### src/rtl/diaosi_types_pkg.sv
// Shared datapath/control types: request-unit state, PC source and write-back mux selects.
package diaosi_types_pkg;

  typedef enum logic [1:0] {
    FETCH = 2'd0,
    DATA  = 2'd1,
    HALT  = 2'd2
  } ru_state_t;

  typedef enum logic [1:0] {
    PC_NEXT   = 2'd0,
    PC_BRANCH = 2'd1,
    PC_JUMP   = 2'd2,
    PC_JR     = 2'd3
  } PCSrc_t;

  typedef enum logic [1:0] {
    W_ALU = 2'd0,
    W_MEM = 2'd1,
    W_LUI = 2'd2,
    W_PC4 = 2'd3
  } W_mux_t;

  localparam int RU_TIMEOUT_DEFAULT = 255;

  // A disabled watchdog (timeout 0) still gets a 1-bit counter so the port math stays legal.
  function automatic int ru_wd_width(input int timeout);
    return (timeout > 0) ? $clog2(timeout + 1) : 1;
  endfunction

endpackage

### src/rtl/ru_perf_cnt.sv
// Saturating performance counter with synchronous clear and freeze.
module ru_perf_cnt #(
  parameter int CNT_W = 32
) (
  input  logic             clk,
  input  logic             rst,
  input  logic             inc,
  input  logic             clr,
  input  logic             freeze,
  output logic [CNT_W-1:0] cnt
);

  always_ff @(posedge clk or posedge rst) begin
    if (rst) begin
      cnt <= '0;
    end else if (clr) begin
      cnt <= '0;
    end else if (inc && !freeze && (cnt != {CNT_W{1'b1}})) begin
      cnt <= cnt + CNT_W'(1);
    end
  end

endmodule

### src/rtl/request_unit.sv
// Memory request sequencer between control unit, datapath and memory controller.
// Performance counters are built only when REQUEST_UNIT_PERF_EN is defined.
module request_unit
  import diaosi_types_pkg::*;
#(
  parameter int TIMEOUT = RU_TIMEOUT_DEFAULT,
  parameter int CNT_W   = 32
) (
  input  logic             CLK,
  input  logic             RST,
  input  logic             cu_iren,
  input  logic             cu_dren,
  input  logic             cu_dwen,
  input  logic             cu_halt,
  input  logic             ihit,
  input  logic             dhit,
  output logic             imemREN,
  output logic             dmemREN,
  output logic             dmemWEN,
  output logic             pc_en,
  output logic             halt,
  output logic             fault,
  output logic [CNT_W-1:0] icnt,
  output logic [CNT_W-1:0] istall,
  output logic [CNT_W-1:0] dstall
);

  localparam int WD_W = ru_wd_width(TIMEOUT);
  localparam logic [WD_W-1:0] WD_LAST = WD_W'(TIMEOUT - 1);
  localparam bit WD_ON = (TIMEOUT != 0);

  ru_state_t       state, state_nxt;
  logic            dren_nxt, dwen_nxt, halt_nxt, fault_nxt;
  logic [WD_W-1:0] wd_q, wd_nxt;
  logic            wd_expire;

  // Expiry fires on the TIMEOUT-th DATA cycle without dhit; a dhit that cycle wins.
  assign wd_expire = WD_ON && (wd_q == WD_LAST) && !dhit;

  always_ff @(posedge CLK or posedge RST) begin
    if (RST) begin
      state   <= FETCH;
      dmemREN <= 1'b0;
      dmemWEN <= 1'b0;
      halt    <= 1'b0;
      fault   <= 1'b0;
      wd_q    <= '0;
    end else begin
      state   <= state_nxt;
      dmemREN <= dren_nxt;
      dmemWEN <= dwen_nxt;
      halt    <= halt_nxt;
      fault   <= fault_nxt;
      wd_q    <= wd_nxt;
    end
  end

  always_comb begin
    state_nxt = state;
    dren_nxt  = dmemREN;
    dwen_nxt  = dmemWEN;
    halt_nxt  = halt;
    fault_nxt = fault;
    wd_nxt    = wd_q;
    imemREN   = 1'b0;
    pc_en     = 1'b0;
    unique case (state)
      FETCH: begin
        imemREN = cu_iren;
        if (ihit) begin
          if (cu_halt) begin
            state_nxt = HALT;
            halt_nxt  = 1'b1;
          end else if (cu_dren || cu_dwen) begin
            state_nxt = DATA;
            dwen_nxt  = cu_dwen;
            dren_nxt  = cu_dren & ~cu_dwen;
            wd_nxt    = '0;
          end else begin
            pc_en = 1'b1;
          end
        end
      end
      DATA: begin
        if (dhit) begin
          pc_en     = 1'b1;
          dren_nxt  = 1'b0;
          dwen_nxt  = 1'b0;
          state_nxt = FETCH;
        end else if (wd_expire) begin
          dren_nxt  = 1'b0;
          dwen_nxt  = 1'b0;
          fault_nxt = 1'b1;
          halt_nxt  = 1'b1;
          state_nxt = HALT;
        end else if (WD_ON) begin
          wd_nxt = wd_q + WD_W'(1);
        end
      end
      HALT: begin
      end
      default: state_nxt = FETCH;
    endcase
  end

`ifdef REQUEST_UNIT_PERF_EN
  logic frozen;
  logic istall_inc;
  logic dstall_inc;

  assign frozen     = (state == HALT);
  assign istall_inc = (state == FETCH) && imemREN && !ihit;
  assign dstall_inc = (state == DATA) && !dhit;

  ru_perf_cnt #(.CNT_W(CNT_W)) u_icnt (
    .clk(CLK), .rst(RST), .inc(pc_en), .clr(1'b0), .freeze(frozen), .cnt(icnt)
  );
  ru_perf_cnt #(.CNT_W(CNT_W)) u_istall (
    .clk(CLK), .rst(RST), .inc(istall_inc), .clr(1'b0), .freeze(frozen), .cnt(istall)
  );
  ru_perf_cnt #(.CNT_W(CNT_W)) u_dstall (
    .clk(CLK), .rst(RST), .inc(dstall_inc), .clr(1'b0), .freeze(frozen), .cnt(dstall)
  );
`else
  assign icnt   = '0;
  assign istall = '0;
  assign dstall = '0;
`endif

endmodule

### config.mk
export PLATFORM = sky130hd
export DESIGN_NAME = request_unit
export DESIGN_NICKNAME = d
export VERILOG_FILES = /design/src/rtl/diaosi_types_pkg.sv /design/src/rtl/ru_perf_cnt.sv /design/src/rtl/request_unit.sv
export SDC_FILE = /design/constraint.sdc
export NUM_CORES = 1
export LEC_CHECK = 0
export ABC_AREA = 1
export ABC_CLOCK_PERIOD_IN_PS = 3700
export BUFFER_PORTS_ARGS = -buffer_cell sky130_fd_sc_hd__buf_2
export CORE_MARGIN = 2
export CORE_UTILIZATION = 35
export CTS_CLUSTER_DIAMETER = 100
export DETAILED_ROUTE_END_ITERATION = 16
export GPL_ROUTABILITY_DRIVEN = 0
export MAX_ROUTING_LAYER = met4
export PLACE_DENSITY = 0.76
export REMOVE_ABC_BUFFERS = 1
export SKIP_LAST_GASP = 1
export SLEW_MARGIN = 20
export SYNTH_ARGS = -nofsm -noshare
export SYNTH_HDL_FRONTEND = slang
export SYNTH_SLANG_ARGS = --single-unit
### constraint.sdc
create_clock -name CLK -period 3.7 [get_ports CLK]
set_input_delay 0.74 -clock CLK [delete_from_list [all_inputs] [get_ports CLK]]
set_output_delay 0.74 -clock CLK [all_outputs]
set_load 0.05 [all_outputs]
; ---- After elaboration in Yosys (flattened, before gate mapping)
; Cells that the tools add are included.
[totals]
register_bits = 14
in_bits = 8
output_inout_bits = 102
elab_cells = 66
[classes]
addsub = 1
n_eq_ne = 12
mux = 33
n_bitwise = 4
reduce_logical = 10
[op_table]
columns = op, count
row1 = two-way mux 8 bit, 5
row2 = two-way mux 1 bit, 17
row3 = case mux 8 bit (2 select lines), 1
row4 = inequality test 2 bit (second input constant), 7
row5 = two-way mux 2 bit, 5
row6 = AND reduction 5 bit, 2
row7 = adder 8 x 1 -> 8 bit (second input constant), 1
row8 = == test 8 bit (second input constant), 1
row9 = case mux 1 bit (2 select lines), 4
row10 = inequality test 3 bit (second input constant), 2
row11 = case mux 2 bit (3 select lines), 1
row12 = AND reduction 6 bit, 1
row13 = AND reduction 4 bit, 1
row14 = NOT 1 bit, 3
row15 = AND reduction 3 bit, 1
row16 = == test 2 x 1 -> 1 bit (second input constant), 1
row17 = == test 2 bit (second input constant), 1
row18 = zero test 2 bit, 1
row19 = nonzero test 2 bit, 1
row20 = AND 1 bit, 1
row21 = logical AND 1 bit, 1
row22 = zero test 1 bit, 1
row23 = logical OR 1 bit, 1

; ---- Depth between registers and ports, before layout
[logic_depth]
word_depth = 6
depth_mapped = 9
depth_no_buf = 9

; ---- Worst setup path before layout
; OpenSTA, ideal clock, no wires.
[synth_timing]
path_kind = input port to output port
startpoint = input cu_dwen
endpoint = output pc_en
t_arrival_ns = 2.061
required_time_ns = 2.960
setup_slack_ns = 0.899
cell_stages = 3
path_buffers = 0
cell_sequence = nor2_1 > nand3_1 > o21ai_0
[synth_between]
elab_chain_len = 5
[synth_lines]
columns = item, line_no
row1 = "start, declared", request_unit.sv:13  ; input logic cu_dwen,
row2 = logical OR 1 bit, request_unit.sv:74  ; end else if (cu_dren || cu_dwen) begin
row3 = two-way mux 1 bit, request_unit.sv:74
row4 = two-way mux 1 bit, request_unit.sv:71  ; if (cu_halt) begin
row5 = two-way mux 1 bit, request_unit.sv:70  ; if (ihit) begin
row6 = case mux 1 bit (2 select lines), request_unit.sv:67  ; unique case (state)
row7 = "end, declared", request_unit.sv:20  ; output logic pc_en,
; Every way passes these cells.

; ---- Worst setup path in the final report
; Ends and elaborated chain as after synthesis.

==> impl_metrics.tcl <==
set metrics [dict create \
    status "finished, final reports clean" \
    clockBufferDepth 2 \
    cts_resized 0 \
    antenna_found_initial 0 \
    power.leakage_nw 0.823 \
    start_kind "input pin" \
    maxCapViolCount 0 \
    cts_setup_buffers 0 \
    path_buf_inv 2 \
    vias 975 \
    io_buffers 13 \
    crit_chain "buf_2, nor2_1, nand3_1, o21ai_0, buf_2" \
    critical-path-top-delay-family "buffers and inverters" \
    fp.dieH_um 71.9 \
    dieArea_mm2 0.00517 \
    cts_hold_buf 0 \
    core_mm2 0.00441 \
    avgViaCountPerCell 3.51 \
    final_nets 237 \
    critPathMaxFanout 3 \
    place_ws_ns 1.37 \
    drcViolationCount 0 \
    yosysUniqueCellTypes 19 \
    multi_input_area_um2 825 \
    antenna_cells 0 \
    crit_slowest_cell "buf_2" \
    timing.fmax_mhz 427 \
    grt_usage_pct 8.60 \
    grt_max_degree 15 \
    vdd_drop_max_mv 0.138 \
    maxSlewViolCount 0 \
    final-hold-violation-count 0 \
    grt_pass1_wl_um 3420 \
    min_period_over_period_pct 63.2 \
    wl_um 2170 \
    ys.warnings.count 0 \
    fp-row-count 24 \
    slew_headroom_pct 63.9 \
    dr.pass1.iters 6 \
    clk_pin_slew_worst_paths_ns 0.06 \
    grt_pass1_vias 767 \
    dp_hpwl_um 1840 \
    power.density_mw_per_mm2 584 \
    cts_made_buffers 3 \
    fin_worst_skew_ns 0.00207 \
    cts_tree "built" \
    required_ns 2.96 \
    area_growth_pct -12.3 \
    dieWidth_um 71.9 \
    ys_seq_elements 14 \
    path_common_cell "buf_2" \
    yosysSeqAreaShare_pct 21.7 \
    cts-root-buf "clkbuf_8" \
    hold_path_class "register to register" \
    start_util_pct 36.6 \
    final_antenna_net_count 0 \
    ios 110 \
    setup_ws_ns 1.36 \
    regArea_um2 350 \
    fin_setup_tns_ns 0 \
    drt_iter0_drc 47 \
    power_w 0.000828 \
    final_cells 278 \
    worst_slew_pin_slew_ns 0.541 \
    place_inst 274 \
    critical_path.max_stage_delay_ns 0.28 \
    fin_crit_ns 2.34 \
    clock-sinks 14 \
    syn_inst 211 \
    crit_type "input pin to output pin" \
    setup_violations 0 \
    grt_overflow 0 \
    worstPathArrival_ns 1.60 \
    fillers 470 \
    clkLatencyLatePin_ns 0.24 \
    avgSynthCellArea_um2 7.66 \
    finish.utilization_pct 32.1 \
    endpoint_kind "output pin" \
    h-tree-depth 1 \
    netlist_area_mm2 0.00162 \
    avgRoutedWirePerCell_um 7.81 \
    grt_setup_unrepaired "no" \
    drive_gt1_share_pct 17.7 \
]
-- final timing paths --
path	start	end	slack, ns	depth (start not counted)
min in group asynchronous	RST	wd_q[5]	0.53	2
worst max-delay path	cu_dwen	pc_en	1.36	5
worst min-delay path	halt	halt	0.46	2
worst min register to register	halt	halt	0.46	2
max in group asynchronous	RST	wd_q[7]	2.81	2
worst max register to register	wd_q[0]	dmemREN	2.25	9
-- flip-flops by register name, summed over array words and instances (netlist names) --
signal	cells
state	2
dmemWEN	1
halt	1
dmemREN	1
wd_q	8
fault	1
-- tightest hold or removal path: cells and delay by family, from the launching register on --
family,cells,cell delay (ns)
buffers and inverters,1,0.04
and+or+nand+nor,1,0.05
DFF,1,0.34
-- placed cells by master, fill, tap and decap left out, drive strengths merged --
master  netlist  layout
o21bai        2       2
inv          15      15
o21ai        12      12
clkbuf        0       4
buf          97      13
conb          1      96
nand2        40      40
o211ai        1       1
nand3        11      11
nor2         13      13
ha            2       2
or2           3       3
dfrtp        14      14
-- power by group --
part / switching (W) / leakage (nW) / internal, W / total [W]
clock network: 0.0000530 / 0.0288 / 0.0000942 / 0.000147
logic: 0.000412 / 0.609 / 0.0000633 / 0.000476
registers: 0.0000228 / 0.185 / 0.000182 / 0.000205
total: 0.000488 / 0.823 / 0.000339 / 0.000828
-- synthesized netlist by cell type --
master	number	share of area [%]
nand2_2	6	2.3
nor2_4	2	1.4
nor2_2	1	0.39
nand2_1	34	7.9
dfrtp_1	14	22
buf_4	96	45
ha_1	2	1.5
o21ai_2	7	3.8
inv_2	2	0.46
buf_12	1	1.2
nor2_1	10	2.3
inv_1	13	3.0
o21ai_0	5	1.5
o21bai_1	2	0.93
nand3_4	2	2.2
o211ai_1	1	0.46
conb_1	1	0.23
or2_2	3	1.2
nand3_1	9	2.8
-- routing by layer --
layer	vias to the layer above	routed length, um	track usage [%]
met5	-	0	-
met4	0	0	1.89
met1	424	865	10.5
met2	67	1060	13.6
li1	484	-	-
met3	0	247	3.33
-- cell type report --
cell class | count | share of cell area, %
Multi-Input combinational cell | 180 | 58.2
Tap cell | 52 | 4.59
Clock buffer | 4 | 3.89
Timing Repair Buffer | 13 | 4.59
Inverter | 15 | 3.98
Sequential cell | 14 | 24.7
-- metrics by stage --
step / hold slack, ns / instance area [um^2]
6_report: 0.461 / 1420
5_1_grt: 0.515 / 1420
4_1_cts: 0.463 / 1420
3_5_place_dp: 0.450 / 1360
3_3_place_gp: 0.448 / 1360
2_1_floorplan: 0.483 / 1230
-- logic make-up after synthesis --
| logic type | count (synthesis) | share of synthesized area (%) |
|---|---|---|
| DFF | 14 | 21.7 |
| adders and majority gates | 2 | 1.55 |
| AOI/OAI and AO/OA | 15 | 6.74 |
| and+or+nand+nor | 67 | 20.4 |
| buffers and inverters | 112 | 49.3 |
| other | 1 | 0.232 |
No activity file was read; power rests on OpenSTA's default activity.
